===== src/rtl/gyrator_pkg.sv =====
// Shared types and helpers for the gyrator_dt block: FSM state encoding,
// the power-on gyration resistance and a width-parametrised saturator.
package gyrator_pkg;

  typedef enum logic [1:0] {
    IDLE = 2'd0,
    CALC = 2'd1,
    HOLD = 2'd2
  } state_t;

  // Gyration resistance after reset, in whole ohms (scaled by 2^R_FRAC at use).
  localparam int unsigned R_RESET_OHM = 50;

  // Clip a wide signed value into the signed range of a w-bit word.
  // The result stays 64 bits wide; callers keep the low w bits.
  function automatic logic signed [63:0] sat_fn(input logic signed [63:0] x,
                                                 input int w);
    logic signed [63:0] hi;
    logic signed [63:0] lo;
    hi = (64'sd1 <<< (w - 1)) - 64'sd1;
    lo = -(64'sd1 <<< (w - 1));
    if (x > hi)
      sat_fn = hi;
    else if (x < lo)
      sat_fn = lo;
    else
      sat_fn = x;
  endfunction

endpackage


===== src/rtl/gyrator_dt_if.sv =====
// Frame and configuration bus of gyrator_dt: input frame valid/ready,
// output frame valid/ready, resistance load and the busy indication.
// master = producer/consumer side, slave = the gyrator block.
interface gyrator_dt_if #(
  parameter int CHANNELS = 2,
  parameter int IN_W     = 16,
  parameter int R_W      = 16,
  parameter int OUT_W    = 16
);

  logic                         r_load;
  logic [R_W-1:0]               r_in;
  logic                         in_valid;
  logic                         in_ready;
  logic [2*CHANNELS*IN_W-1:0]   in_i;
  logic                         out_valid;
  logic                         out_ready;
  logic [2*CHANNELS*OUT_W-1:0]  out_v;
  logic                         busy;

  modport master (
    output r_load, r_in, in_valid, in_i, out_ready,
    input  in_ready, out_valid, out_v, busy
  );

  modport slave (
    input  r_load, r_in, in_valid, in_i, out_ready,
    output in_ready, out_valid, out_v, busy
  );

endinterface


===== src/rtl/gyr_mac_sat.sv =====
// Single shared arithmetic lane: signed current times unsigned resistance,
// floor shift by R_FRAC, optional negate, then saturate to OUT_W.
// Purely combinational; the parent registers the result.
module gyr_mac_sat
  import gyrator_pkg::*;
#(
  parameter int IN_W   = 16,
  parameter int R_W    = 16,
  parameter int R_FRAC = 4,
  parameter int OUT_W  = 16
) (
  input  logic signed [IN_W-1:0]  cur,
  input  logic        [R_W-1:0]   r,
  input  logic                    neg,
  output logic signed [OUT_W-1:0] v,
  output logic                    sat
);

  localparam int P_W = IN_W + R_W + 1;

  logic signed [P_W-1:0] prod;
  logic signed [63:0]    scaled;
  logic signed [63:0]    signed_val;
  logic signed [63:0]    clipped;

  // Multiply, floor-shift, negate after the shift, then clip and flag clipping.
  always_comb begin
    prod       = P_W'(cur) * P_W'($signed({1'b0, r}));
    scaled     = 64'(prod >>> R_FRAC);
    signed_val = neg ? -scaled : scaled;
    clipped    = sat_fn(signed_val, OUT_W);
    v          = clipped[OUT_W-1:0];
    sat        = (clipped != signed_val);
  end

endmodule


===== src/rtl/gyrator_dt.sv =====
// Multi-channel discrete-time ideal gyrator: v1 = -R*i2, v2 = +R*i1.
// One shared multiplier walks the 2*CHANNELS output slices, one per cycle.
// Optional macro GYRATOR_OVF_STICKY_EN adds a sticky saturation flag
// (ovf) with a clear input (ovf_clr).
module gyrator_dt
  import gyrator_pkg::*;
#(
  parameter int CHANNELS = 2,
  parameter int IN_W     = 16,
  parameter int R_W      = 16,
  parameter int R_FRAC   = 4,
  parameter int OUT_W    = 16
) (
  input  logic        clk,
  input  logic        rst,
`ifdef GYRATOR_OVF_STICKY_EN
  input  logic        ovf_clr,
  output logic        ovf,
`endif
  gyrator_dt_if.slave bus
);

  localparam int N_SL  = 2 * CHANNELS;
  localparam int IDX_W = (N_SL > 1) ? $clog2(N_SL) : 1;
  localparam logic [IDX_W-1:0] LAST_IDX = IDX_W'(N_SL - 1);
  localparam logic [R_W-1:0]   R_RST    = R_W'(R_RESET_OHM << R_FRAC);

  state_t state_reg, state_next;

  logic [IDX_W-1:0]        idx_reg;
  logic [N_SL*IN_W-1:0]    frame_reg;
  logic [R_W-1:0]          shadow_r_reg;
  logic [R_W-1:0]          active_r_reg;
  logic signed [OUT_W-1:0] out_v_reg [N_SL];
  logic signed [IN_W-1:0]  frame_sl [N_SL];

  logic                    in_ready_c, out_valid_c, busy_c, calc_en;
  logic                    accept, last_slice;
  logic [IDX_W-1:0]        src_idx;
  logic signed [IN_W-1:0]  mac_cur;
  logic signed [OUT_W-1:0] mac_v;
  logic                    mac_sat;

  assign accept     = in_ready_c & bus.in_valid;
  assign last_slice = (idx_reg == LAST_IDX);

  // State register.
  always_ff @(posedge clk or posedge rst) begin
    if (rst)
      state_reg <= IDLE;
    else
      state_reg <= state_next;
  end

  // Next-state: accept a frame, walk all slices, hold until consumed.
  always_comb begin
    state_next = state_reg;
    case (state_reg)
      IDLE:    if (bus.in_valid)  state_next = CALC;
      CALC:    if (last_slice)    state_next = HOLD;
      HOLD:    if (bus.out_ready) state_next = IDLE;
      default: state_next = IDLE;
    endcase
  end

  // Handshake and status outputs decoded from state.
  always_comb begin
    in_ready_c  = 1'b0;
    out_valid_c = 1'b0;
    busy_c      = 1'b1;
    calc_en     = 1'b0;
    case (state_reg)
      IDLE: begin
        in_ready_c = 1'b1;
        busy_c     = 1'b0;
      end
      CALC:    calc_en     = 1'b1;
      HOLD:    out_valid_c = 1'b1;
      default: busy_c      = 1'b0;
    endcase
  end

  assign bus.in_ready  = in_ready_c;
  assign bus.out_valid = out_valid_c;
  assign bus.busy      = busy_c;

  // Shadow resistance follows r_load in any state.
  always_ff @(posedge clk or posedge rst) begin
    if (rst)
      shadow_r_reg <= R_RST;
    else if (bus.r_load)
      shadow_r_reg <= bus.r_in;
  end

  // Frame capture, active resistance and slice index. A load arriving in
  // the accept cycle bypasses the shadow so that frame already uses it.
  always_ff @(posedge clk or posedge rst) begin
    if (rst) begin
      frame_reg    <= '0;
      active_r_reg <= R_RST;
      idx_reg      <= '0;
    end else if (accept) begin
      frame_reg    <= bus.in_i;
      active_r_reg <= bus.r_load ? bus.r_in : shadow_r_reg;
      idx_reg      <= '0;
    end else if (calc_en) begin
      idx_reg      <= idx_reg + IDX_W'(1);
    end
  end

  genvar gi;
  generate
    for (gi = 0; gi < N_SL; gi++) begin : g_frame
      assign frame_sl[gi] = frame_reg[gi*IN_W +: IN_W];
    end
  endgenerate

  // Even slice (v1) uses i2 of the pair and is negated; odd slice (v2) uses i1.
  always_comb begin
    src_idx = idx_reg ^ IDX_W'(1);
    mac_cur = frame_sl[src_idx];
  end

  gyr_mac_sat #(
    .IN_W   (IN_W),
    .R_W    (R_W),
    .R_FRAC (R_FRAC),
    .OUT_W  (OUT_W)
  ) u_mac (
    .cur (mac_cur),
    .r   (active_r_reg),
    .neg (~idx_reg[0]),
    .v   (mac_v),
    .sat (mac_sat)
  );

  generate
    for (gi = 0; gi < N_SL; gi++) begin : g_out
      // Output slice register, written in the CALC cycle that addresses it.
      always_ff @(posedge clk or posedge rst) begin
        if (rst)
          out_v_reg[gi] <= '0;
        else if (calc_en && (idx_reg == IDX_W'(gi)))
          out_v_reg[gi] <= mac_v;
      end
      assign bus.out_v[gi*OUT_W +: OUT_W] = out_v_reg[gi];
    end
  endgenerate

`ifdef GYRATOR_OVF_STICKY_EN
  logic ovf_reg;

  // Sticky saturation flag; a clear wins over a same-cycle set.
  always_ff @(posedge clk or posedge rst) begin
    if (rst)
      ovf_reg <= 1'b0;
    else if (ovf_clr)
      ovf_reg <= 1'b0;
    else if (calc_en && mac_sat)
      ovf_reg <= 1'b1;
  end

  assign ovf = ovf_reg;
`else
  logic unused_sat;
  assign unused_sat = mac_sat;
`endif

endmodule

===== src/flat_wrapper.sv =====
// flat-port wrapper written by rule: the top's interface ports become plain ports
module gyrator_dt_flat import gyrator_pkg::*;
#(
  parameter int CHANNELS = 2,
  parameter int IN_W     = 16,
  parameter int R_W      = 16,
  parameter int R_FRAC   = 4,
  parameter int OUT_W    = 16
)
  (clk, rst, bus_r_load, bus_r_in, bus_in_valid, bus_in_i, bus_out_ready, bus_in_ready, bus_out_valid, bus_out_v, bus_busy);
  gyrator_dt_if #(.CHANNELS(CHANNELS), .IN_W(IN_W), .R_W(R_W), .OUT_W(OUT_W)) bus_i ();
  input  logic clk;
  input  logic rst;
  input wire logic [$bits(bus_i.r_load)-1:0] bus_r_load;
  input wire logic [$bits(bus_i.r_in)-1:0] bus_r_in;
  input wire logic [$bits(bus_i.in_valid)-1:0] bus_in_valid;
  input wire logic [$bits(bus_i.in_i)-1:0] bus_in_i;
  input wire logic [$bits(bus_i.out_ready)-1:0] bus_out_ready;
  output wire logic [$bits(bus_i.in_ready)-1:0] bus_in_ready;
  output wire logic [$bits(bus_i.out_valid)-1:0] bus_out_valid;
  output wire logic [$bits(bus_i.out_v)-1:0] bus_out_v;
  output wire logic [$bits(bus_i.busy)-1:0] bus_busy;
  assign bus_i.r_load = bus_r_load;
  assign bus_i.r_in = bus_r_in;
  assign bus_i.in_valid = bus_in_valid;
  assign bus_i.in_i = bus_in_i;
  assign bus_i.out_ready = bus_out_ready;
  assign bus_in_ready = bus_i.in_ready;
  assign bus_out_valid = bus_i.out_valid;
  assign bus_out_v = bus_i.out_v;
  assign bus_busy = bus_i.busy;
  gyrator_dt #(.CHANNELS(CHANNELS), .IN_W(IN_W), .R_W(R_W), .R_FRAC(R_FRAC), .OUT_W(OUT_W)) u_core (.clk(clk), .rst(rst), .bus(bus_i));
endmodule

===== config.mk =====
export PLATFORM = sky130hd
export DESIGN_NAME = gyrator_dt_flat
export DESIGN_NICKNAME = d
export VERILOG_FILES = /design/src/rtl/gyrator_pkg.sv /design/src/rtl/gyrator_dt_if.sv /design/src/rtl/gyr_mac_sat.sv /design/src/rtl/gyrator_dt.sv /design/src/flat_wrapper.sv
export SDC_FILE = /design/constraint.sdc
export NUM_CORES = 1
export LEC_CHECK = 0
export CAP_MARGIN = 5
export CORE_MARGIN = 1
export CORE_UTILIZATION = 50
export DETAILED_ROUTE_END_ITERATION = 6
export DONT_BUFFER_PORTS = 1
export PLACE_DENSITY = 0.66
export SLEW_MARGIN = 20
export SYNTH_ARGS = -nofsm -noshare
export SYNTH_HDL_FRONTEND = slang
export SYNTH_SLANG_ARGS = --single-unit

===== constraint.sdc =====
create_clock -name clk -period 14.44 [get_ports clk]
set_clock_uncertainty 0.15 [all_clocks]
set_input_delay 1.444 -clock clk [delete_from_list [all_inputs] [get_ports clk]]
set_output_delay 1.444 -clock clk [all_outputs]
set_load 0.01 [all_outputs]

; Word level (Yosys, flattened, before mapping)
; Index checks and enable logic that the tools add are counted.
[totals]
register_bits = 164
in_bits = 85
output_inout_bits = 67
elab_cells = 52
[classes]
add_sub_neg = 2
mul = 1
magnitude_cmp = 3
eq_ne = 8
muxes = 17
bitwise_logic = 3
reduce_logical = 9
[ops]
columns = operator, count
row1 = 16-bit two-way mux, 5
row2 = "64-bit by 16-bit greater-than comparator with 1-bit output, second input constant", 1
row3 = "64-bit by 16-bit less-than comparator with 1-bit output, second input constant", 1
row4 = 64-bit two-way mux, 1
row5 = 29-bit negator with 64-bit output, 1
row6 = 16-bit by 17-bit multiplier with 33-bit output, 1
row7 = 16-bit binary-select mux with 2-bit select, 1
row8 = 2-bit two-way mux, 5
row9 = "2-bit == test, second input constant", 3
row10 = 2-bit case mux with 3 select lines, 1
row11 = "2-bit by 1-bit == test with 1-bit output, second input constant", 2
row12 = 1-bit logical AND, 4
row13 = 2-bit zero test, 2
row14 = 1-bit two-way mux, 4
row15 = "2-bit != test, second input constant", 2
row16 = "3-bit greater-or-equal comparator, second input constant", 1
row17 = 2-bit NOT with 3-bit output, 1
row18 = 3-bit AND reduction, 1
row19 = "2-bit by 1-bit adder with 2-bit output, second input constant", 1
row20 = "2-bit by 1-bit != test with 1-bit output, second input constant", 1
row21 = 2-bit nonzero test, 1
row22 = 2-bit OR reduction, 1
row23 = 1-bit AND, 1
row24 = 1-bit NOT, 1

; Logic depth before layout (Yosys ltp)
; Gate-level depths: netlist of run 1.
[logic_depth]
depth_word = 11
depth_mapped = 43
mapped_depth_nobuf = 37

; Cells and area by module
; Synthesis of run 1 repeated with hierarchy kept, for this count alone.
[hier_totals]
cells_unflattened = 1734
hier_area_um2 = 17635.7
[modules_own_cells]
columns = mod, n_inst, cells_each, area_each_um2
row1 = gyr_mac_sat, 1, 1347, 11019.3
row2 = gyrator_dt, 1, 387, 6616.3

; Least setup slack after synthesis of run 1
; Ideal clock, no wire load.
[synth_path]
path_type = flip-flop to flip-flop
startpoint = register u_core.idx_reg[0]
endpoint = register u_core.out_v_reg, in the netlist u_core.bus.out_v[19]
arrival_ns = 10.171
t_required_ns = 14.203
setup_slack_ns = 4.033
stages_incl_launch_ff = 41
path_buffers = 8
period_less_slack_ns = 10.407
cell_sequence = dfrtp_1 clkbuf_1 clkbuf_1 clkbuf_1 buf_1 nor2_1 a21oi_1 clkbuf_1 nand2_1 fa_1 fa_1 fa_1 inv_1 fa_1 fa_1 inv_1 fa_1 inv_1 [5 not listed] o21ai_0 and4_1 or3_1 clkbuf_1 nor4_1 nand3_1 ha_1 nor2_1 nand3_1 nor4_1 o21ai_0 a211oi_1 o2111ai_1 a2111oi_4 a31o_4 buf_12 nand2_4 o211ai_1
[synth_between]
elab_chain_cells = 11
elab_cells_between_ends = 14
classes_between = add/sub (1) / mul (1) / order compare (2) / eq/ne (1) / mux (6) / bitwise (2) / reduce/logical (1)
[synth_rtl]
columns = element, line
row1 = start: declaration, gyrator_dt.sv:30  ; logic [IDX_W-1:0] idx_reg;
row2 = start signal: assignment, gyrator_dt.sv:107  ; idx_reg <= idx_reg + IDX_W'(1);
row3 = 1-bit NOT (no source line), n/a
row4 = 2-bit NOT with 3-bit output (not written as such), gyrator_dt.sv:121  ; mac_cur = frame_sl[src_idx];
row5 = 16-bit binary-select mux with 2-bit select, gyrator_dt.sv:121
row6 = 16-bit two-way mux (not written as such) (2 in a row), gyrator_dt.sv:121
row7 = 16-bit by 17-bit multiplier with 33-bit output, gyr_mac_sat.sv:28  ; prod = P_W'(cur) * P_W'($signed({1'b0, r}));
row8 = 29-bit negator with 64-bit output, gyr_mac_sat.sv:30  ; signed_val = neg ? -scaled : scaled;
row9 = 64-bit two-way mux, gyr_mac_sat.sv:30
row10 = 64-bit by 16-bit less-than comparator with 1-bit output, gyrator_pkg.sv:24  ; else if (x < lo)
row11 = 16-bit two-way mux, gyrator_pkg.sv:24
row12 = 16-bit two-way mux, gyrator_pkg.sv:22  ; if (x > hi)
row13 = end signal: indexed assignment, gyrator_dt.sv:144  ; out_v_reg[gi] <= mac_v;
row14 = end: declaration, gyrator_dt.sv:34  ; logic signed [OUT_W-1:0] out_v_reg [N_SL];
; Parallel ways exist; a longest one is shown, timed or not. The select of a mux whose other input is x is not followed.
; A chain may end at the register's enable or synchronous reset.

; Worst setup path in the final report of run 1
[layout_path]
startpoint = register u_core.idx_reg[1]
endpoint = register u_core.out_v_reg, in the netlist u_core.bus.out_v[57]
[layout_between]
elab_chain_cells = 10
elab_cells_between_ends = 13
classes_between = add/sub (1) / mul (1) / order compare (2) / eq/ne (1) / mux (6) / bitwise (1) / reduce/logical (1)
[layout_rtl]
columns = element, line
row1 = 2-bit NOT with 3-bit output (not written as such), gyrator_dt.sv:121
row2 = 16-bit binary-select mux with 2-bit select, gyrator_dt.sv:121
row3 = 16-bit two-way mux (not written as such) (2 in a row), gyrator_dt.sv:121
row4 = 16-bit by 17-bit multiplier with 33-bit output, gyr_mac_sat.sv:28
row5 = 29-bit negator with 64-bit output, gyr_mac_sat.sv:30
row6 = 64-bit two-way mux, gyr_mac_sat.sv:30
row7 = 64-bit by 16-bit less-than comparator with 1-bit output, gyrator_pkg.sv:24
row8 = 16-bit two-way mux, gyrator_pkg.sv:24
row9 = 16-bit two-way mux, gyrator_pkg.sv:22
; Parallel ways exist; a longest one is shown, timed or not. The select of a mux whose other input is x is not followed.

==> results of run 1 <==
==> per-stage QoR <==
| step | utilization | instances | hold slack [ps] | worst slack (ps) | cell area (µm²) |
|---|---|---|---|---|---|
| after floorplan | - | 1773 | 319.4 | 4033 | 17190 |
| after global placement | 0.5186 | 2144 | 327.7 | 3404 | 17480 |
| after detailed placement | 0.5186 | 2144 | 333.8 | 3128 | 17480 |
| after CTS | 0.5373 | 2176 | 349.8 | 3122 | 18110 |
| after global routing | 0.5376 | 2176 | 366.1 | 2285 | 18120 |
| final | 0.5376 | 2176 | 347.9 | 3043 | 18120 |
==> cells in the mapped netlist, drive strengths merged (10+ instances only) <==
cell type,instances
mux2,101
o21ai,76
o211ai,32
and2,116
or3,10
nand4,21
nand3,19
inv,251
clkbuf,66
nand2b,15
mux4,14
ha,131
nor3,14
xor2,17
buf,20
nand2,254
fa,194
xnor2,23
a22oi,11
a31oi,15
a21oi,46
nor2,47
nor4,15
dfrtp,158
and4,11
a211oi,11
==> layout by cell type (no fill, tap or decap), drive strengths merged, types with 5 or more instances in the layout <==
cell type	count
a211oi	11
ha	131
dfrtp	158
nand2b	15
dfstp	6
and4	11
mux2	101
mux2i	5
o21a	7
inv	257
clkbuf	18
fa	194
nor3	14
o21ai	76
and3	8
nand2	254
nor2	47
or3	10
a31oi	15
and2	116
nand4	21
a21o	8
buf	9
xor2	17
xnor2	23
a22oi	11
o211ai	32
mux4	14
nand3	19
a21oi	46
nor4	15
==> kinds of logic after synthesis <==
logic type                 Yosys count  synth area share
DFF                                164            0.2391
adders and majority gates          325            0.3212
buffers and inverters              337           0.07561
muxes                              120           0.08761
AOI/OAI and AO/OA                  243           0.09708
and+or+nand+nor                    544            0.1586
xor gates and xnor gates            40           0.02081
==> layer usage <==
layer | up-vias | track usage | share of wire
li1 | 5754 | - | -
met4 | 0 | 0.06848 | 0.017
met5 | - | 0 | 0
met1 | 6356 | 0.3360 | 0.42
met3 | 44 | 0.06248 | 0.066
met2 | 371 | 0.4184 | 0.49
==> critical path: cells and delay by family (launching register included) <==
family / cells / cell delay, ps
AO/OA/AOI/OAI: 8 / 2250
flip-flops: 1 / 410
adder cells (fa/ha/maj): 8 / 3750
buffers and inverters: 4 / 840
AND/OR/NAND/NOR: 9 / 3110
multiplexers: 2 / 690
==> layout make-up <==
| type | count | share of cell area |
|---|---|---|
| tap | 448 | 0.03094 |
| sequential | 164 | 0.2270 |
| clock buffer | 18 | 0.02424 |
| timing repair buffer | 9 | 0.003730 |
| inverter | 251 | 0.05228 |
| clock inverter | 14 | 0.01050 |
| multi-input combinational | 1272 | 0.6513 |
==> worst min-delay path by stage <==
| stage | cells after the start | slack (ps) | endpoint | start |
|---|---|---|---|---|
| floorplan | 1 | 320 | u_core.shadow_r_reg[10] | u_core.shadow_r_reg[10] |
| global placement | 1 | 330 | u_core.shadow_r_reg[7] | u_core.shadow_r_reg[7] |
| detailed placement | 1 | 330 | u_core.shadow_r_reg[11] | u_core.shadow_r_reg[11] |
| CTS | 1 | 350 | u_core.shadow_r_reg[11] | u_core.shadow_r_reg[11] |
| global route | 1 | 370 | u_core.frame_reg[48] | u_core.frame_reg[48] |
| finish | 1 | 350 | u_core.shadow_r_reg[2] | u_core.shadow_r_reg[2] |
==> results.toml, run 1 <==
[status]
outcome = "completed"

[synthesis]
synth_top_cell_by_area = "dfrtp_1"
avgSynthCellArea_um2 = 9.698
synth.net_count = 2183
ys_ff_latch = 164
synthCells = 1773
synth_area_leaders = "dfrtp_1 (23%), fa_1 (23%), ha_1 (9.5%)"
synth_seq_area_share = 0.2391
ys_types = 76
ys.flop_type = "dfrtp_1"
yosys_warnings = 0
synth-edff-count = 0
syn_area_um2 = 17190
synthArstFlopShare = 1.000
synth_top_area_share = 0.2300

[clocking]
cts_resized = 0
clockRootBuffer = "clkbuf_16"
cts_tree = "done"
cts_buffer_depth = 2
cts_buffers = 17
clock_sinks = 164
clock_latency_ps = 460
hold_buffers = 0
clk_pin_slew_ps = 80
cts_htree_levels = 4
postCtsSetupRepairBufs = 0

[setup_path]
startpoint_type = "flip-flop"
critPathSlowestCell = "nand4_1"
end_kind = "flip-flop"
cp-startpoint = "u_core.idx_reg[1]"
worstPathRequired_ps = 14590
r2r-start = "u_core.idx_reg[1]"
r2r_cells = 31
crit_path_frequent_cell = "fa_1"
crit_type = "reg2reg"
cpPeakStageDelay_ps = 750
cp_max_fo = 18
worstSetupEndpoint = "u_core.bus.out_v[57]"
r2r_setup_slack_ps = 3040
cp.arrival_ps = 11550
reg2reg_to = "u_core.bus.out_v[57]"

[drt]
viasPerCell = 5.756
drtPass1Iterations = 6
wl_per_cell_um = 19.03
drt_iter0_markers = 816
num_vias = 12530
totalWireLength_um = 41410
final_antenna_net_count = 0
drc = 0

[sta]
finalSetupViolCount = 0
slew_headroom = 0.2790
period_needed_ps = 11400
fin_crit_sh = 0.7893
max_slew.worst_pin.slew_ps = 1081
fmax_mhz = 87.74
tns_ps = 0
slew_viol_final = 0
final-hold-violation-count = 0
rsz0062_at_grt = "false"

[die]
die_width_um = 187.4
rows = 67
design.die.area_um2 = 35130
die_y_um = 187.4
coreArea_um2 = 33700
io_pins = 152
initial_core_util = 0.5102

[layout]
final-seq-area_um2 = 4113
nets = 2125
num_antenna_cells = 0
n_fill_cell = 3077
drive_above_1_share = 0.1105
area.growth.synth_to_final_pct = 5.363
multiInputGateArea_um2 = 11800

[global_route]
overflow = 0
grt_pass1_vias = 13180
grt_max_degree = 100
antenna_found_initial = 0
track_usage = 0.2545
grt_pass1_wl_um = 70260

[placed_design]
portBuffers = 0
place_hpwl_um = 31670
gp_congestion = 0.8813

[worst_hold_path]
hold_class = "reg2reg"

[job]
drv_cap = 0
Power of run 1 is not shown: default switching activity piles up to over one toggle a cycle in this logic, so the estimate is an artifact.
==> inputs of run 2 (changes only) <==
Settings changed: PLACE_DENSITY 0.66 to 0.69.
Clock period 14.44 ns to 10.1 ns, I/O delays scaled along.
==> results.toml, run 2 (same netlist as run 1, synthesis figures left out) <==
[status]
outcome = "completed"

[setup_path]
startpoint_type = "flip-flop"
cp_top_family = "adder cells"
cp_max_fo = 8
r2r_cells = 33
end_kind = "flip-flop"
crit_path_frequent_cell = "fa_1"
cpPeakStageDelay_ps = 580
crit_type = "reg2reg"
cp.depth = 33
critPathSlowestCell = "mux4_2"
worstPathRequired_ps = 10270
cp.arrival_ps = 9950
crit_buf_inv = 4

[die]
die_y_um = 187.4
die_width_um = 187.4
coreArea_um2 = 33700
initial_core_util = 0.5102
rows = 67
design.die.area_um2 = 35130
io_pins = 152

[layout]
final-seq-area_um2 = 4114
n_fill_cell = 2825
nets = 2215
area.growth.synth_to_final_pct = 11.83
final_cell_mix = "inv_1 (249), nand2_1 (244), fa_1 (194)"
layout_commonest_cell = "inv_1"
drive_above_1_share = 0.1821
num_antenna_cells = 0
design_area_um2 = 19230
multiInputGateArea_um2 = 12220

[sta]
final-hold-violation-count = 0
tns_ps = 0
whs_ps = 346.1
max_slew.worst_pin.slew_ps = 1052
finalSetupViolCount = 0
slew_headroom = 0.2986
period_needed_ps = 9776
slew_viol_final = 0
fin_crit_sh = 0.9680
fmax_mhz = 102.3

[worst_hold_path]
hold_class = "reg2reg"
holdPathStages = 1

[clocking]
clk_pin_slew_ps = 70
cts_buffers = 17
cts_htree_levels = 4
cts_tree = "done"
clock_sinks = 164
clockRootBuffer = "clkbuf_16"
clock_latency_ps = 420
hold_buffers = 0
cts_buffer_depth = 2

[global_route]
overflow = 0
track_usage = 0.2535
grt_pass1_wl_um = 70860
grt_pass1_vias = 13260
antenna_found_initial = 1
grt_max_degree = 107

[drt]
drc = 0
drt_iter0_markers = 1246
final_antenna_net_count = 0
wl_per_cell_um = 19.73
totalWireLength_um = 44700
viasPerCell = 5.790
num_vias = 13120
drtPass1Iterations = 5

[placed_design]
place_hpwl_um = 33490
place_area_um2 = 17900
gp_congestion = 0.9131
portBuffers = 0

[job]
drv_cap = 0
-- run 2: cell types whose count changed in the layout (fill, tap and decap cells not counted), moves of 4 or more --
cell | before | now
o21ai_0 | 58 | 52
nor4_1 | 15 | 11
a22oi_1 | 7 | 3
a22oi_2 | 2 | 6
ha_4 | 0 | 8
nor4_2 | 0 | 4
a21oi_2 | 0 | 7
o21ai_1 | 17 | 22
a21oi_1 | 46 | 36
buf_4 | 9 | 83
ha_1 | 131 | 121
-- run 2: metal layers --
metal	share of wire	global-route usage
met1	0.42	0.3423
met2	0.49	0.4142
met3	0.068	0.05647
met4	0.025	0.06379
met5	0.00022	0
-- run 2: path summary, 6_finish.rpt --
path                                         from                     end  slack [ps]
setup / recovery                u_core.idx_reg[1]    u_core.bus.out_v[46]         320
hold / removal             u_core.shadow_r_reg[4]  u_core.shadow_r_reg[4]         350
setup reg to reg                u_core.idx_reg[1]    u_core.bus.out_v[46]         320
hold reg to reg            u_core.shadow_r_reg[4]  u_core.shadow_r_reg[4]         350
max in group asynchronous                     rst    u_core.frame_reg[39]        7940
min in group asynchronous                     rst    u_core.frame_reg[45]         520
-- run 2: repair_timing --
item                                    CTS  global route
buffers inserted                          0            32
pin swaps                                 0            24
hold endpoints to repair                  0             0
cloned                                    0             8
endpoints found under the setup margin   34            60
gates resized for setup                   2            76
-- run 2: area by class of cell --
cell class,count,area share
Clock buffer,19,0.02356
Clock inverter,13,0.006182
Inverter,251,0.04926
Multi-Input combinational cell,1277,0.6356
Sequential cell,164,0.2140
Tap cell,448,0.02915
Timing Repair Buffer,94,0.04223
-- run 2: stage by stage --
step	std cells	util	worst slack (ps)
after detailed placement	2194	0.5311	13.90
after global routing	2266	0.5705	-102.9
after CTS	2226	0.5482	19.11
after floorplan	1773	-	19.46
final	2266	0.5705	323.6
after global placement	2194	0.5311	112.8
Power of run 2 is left out for the same reason.
==> inputs of run 3 (changes only) <==
Settings changed: SLEW_MARGIN 20 to 40.
==> results.toml, run 3 (same netlist as run 1, synthesis figures left out) <==
[setup_path]
crit_path_frequent_cell = "fa_1"
startpoint_type = "flip-flop"
reg2reg_to = "u_core.bus.out_v[42]"
cp_max_fo = 9
crit_buf_inv = 8
cpPeakStageDelay_ps = 620
crit_type = "reg2reg"
end_kind = "flip-flop"
cp-startpoint = "u_core.idx_reg[1]"
r2r_cells = 36
cp.depth = 36
cp_top_family = "adder cells"
r2r_setup_slack_ps = 390
worstSetupEndpoint = "u_core.bus.out_v[42]"
r2r-start = "u_core.idx_reg[1]"
cp.arrival_ps = 9900
worstPathRequired_ps = 10290
critPathSlowestCell = "mux4_2"

[die]
rows = 67
coreArea_um2 = 33700
design.die.area_um2 = 35130
io_pins = 152
initial_core_util = 0.5102
die_y_um = 187.4
die_width_um = 187.4

[drt]
viasPerCell = 5.803
totalWireLength_um = 45500
num_vias = 13140
drc = 0
final_antenna_net_count = 0
wl_per_cell_um = 20.09
drtPass1Iterations = 7
drt_iter0_markers = 1149

[clocking]
clockRootBuffer = "clkbuf_16"
clock_sinks = 164
clk_pin_slew_ps = 80
cts_buffer_depth = 2
cts_tree = "done"
clock_latency_ps = 430
cts_buffers = 17
cts_htree_levels = 4
hold_buffers = 0

[global_route]
track_usage = 0.2528
grt_max_degree = 107
grt_pass1_wl_um = 70850
antenna_found_initial = 1
grt_pass1_vias = 13190
overflow = 0

[layout]
fin_cells = 2265
nets = 2214
num_antenna_cells = 0
area.growth.synth_to_final_pct = 12.64
design_area_um2 = 19370
final_cell_mix = "inv_1 (250), nand2_1 (242), fa_1 (193)"
drive_above_1_share = 0.1866
layout_commonest_cell = "inv_1"

[sta]
max_slew.worst_pin.slew_ps = 815.8
final-hold-violation-count = 0
tns_ps = 0
finalSetupViolCount = 0
setup_ws_ps = 385.6
slew_headroom = 0.4520
fin_crit_sh = 0.9618
fmax_mhz = 102.9
slew_viol_final = 0
period_needed_ps = 9714

[worst_hold_path]
hold_class = "reg2reg"

[placed_design]
dp.cells = 2194
post-place-ws_ps = 26.37
place_hpwl_um = 33410
portBuffers = 0
gp_congestion = 0.9131
place_area_um2 = 17920

[status]
outcome = "completed"

[job]
drv_cap = 0
==> run 3: changes by cell type in the layout (fill, tap and decap cells not counted), sizes merged <==
cell and change:
inv +4, clkbuf -3, clkinv -3, buf -1, bufinv +1, mux4 +1
==> run 3: how the worst min path moves through the flow <==
stage / cells after the start / slack [ps] / end / from
after floorplan: 1 / 320 / u_core.shadow_r_reg[10] / u_core.shadow_r_reg[10]
after global placement: 1 / 330 / u_core.shadow_r_reg[11] / u_core.shadow_r_reg[11]
after detailed placement: 1 / 340 / u_core.shadow_r_reg[15] / u_core.shadow_r_reg[15]
after CTS: 1 / 350 / u_core.shadow_r_reg[11] / u_core.shadow_r_reg[11]
after global routing: 1 / 360 / u_core.shadow_r_reg[4] / u_core.shadow_r_reg[4]
final: 1 / 350 / u_core.shadow_r_reg[11] / u_core.shadow_r_reg[11]
==> run 3: metal layers <==
layer | share of wire | track usage
met1 | 0.41 | 0.3428
met2 | 0.48 | 0.4114
met3 | 0.075 | 0.05722
met4 | 0.029 | 0.06191
met5 | 0.00033 | 0
==> run 3: area by class of cell <==
class | instances | area [µm²]
clock buffers | 17 | 425.4
fillers | 2814 | 14330
well taps | 448 | 560.5
repair buffers | 92 | 812.0
clock inverters | 15 | 181.4
inverters | 251 | 949.7
multi-input cells | 1278 | 12320
flip-flops and latches | 164 | 4114
==> run 3: per-stage QoR <==
stage | util | hold WS, ps
after floorplan | - | 319.4
after global placement | 0.5311 | 330.2
after detailed placement | 0.5316 | 336.2
after CTS | 0.5505 | 351.6
after global routing | 0.5747 | 361.2
final | 0.5747 | 346.3
==> run 3: repair_timing <==
action	4_1_cts	5_1_grt
cloned	0	10
endpoints found under the hold margin	0	0
resized for setup	4	82
endpoints found under the setup margin	31	60
setup buffers	2	27
pin swaps	0	24
Power of run 3 is left out for the same reason.
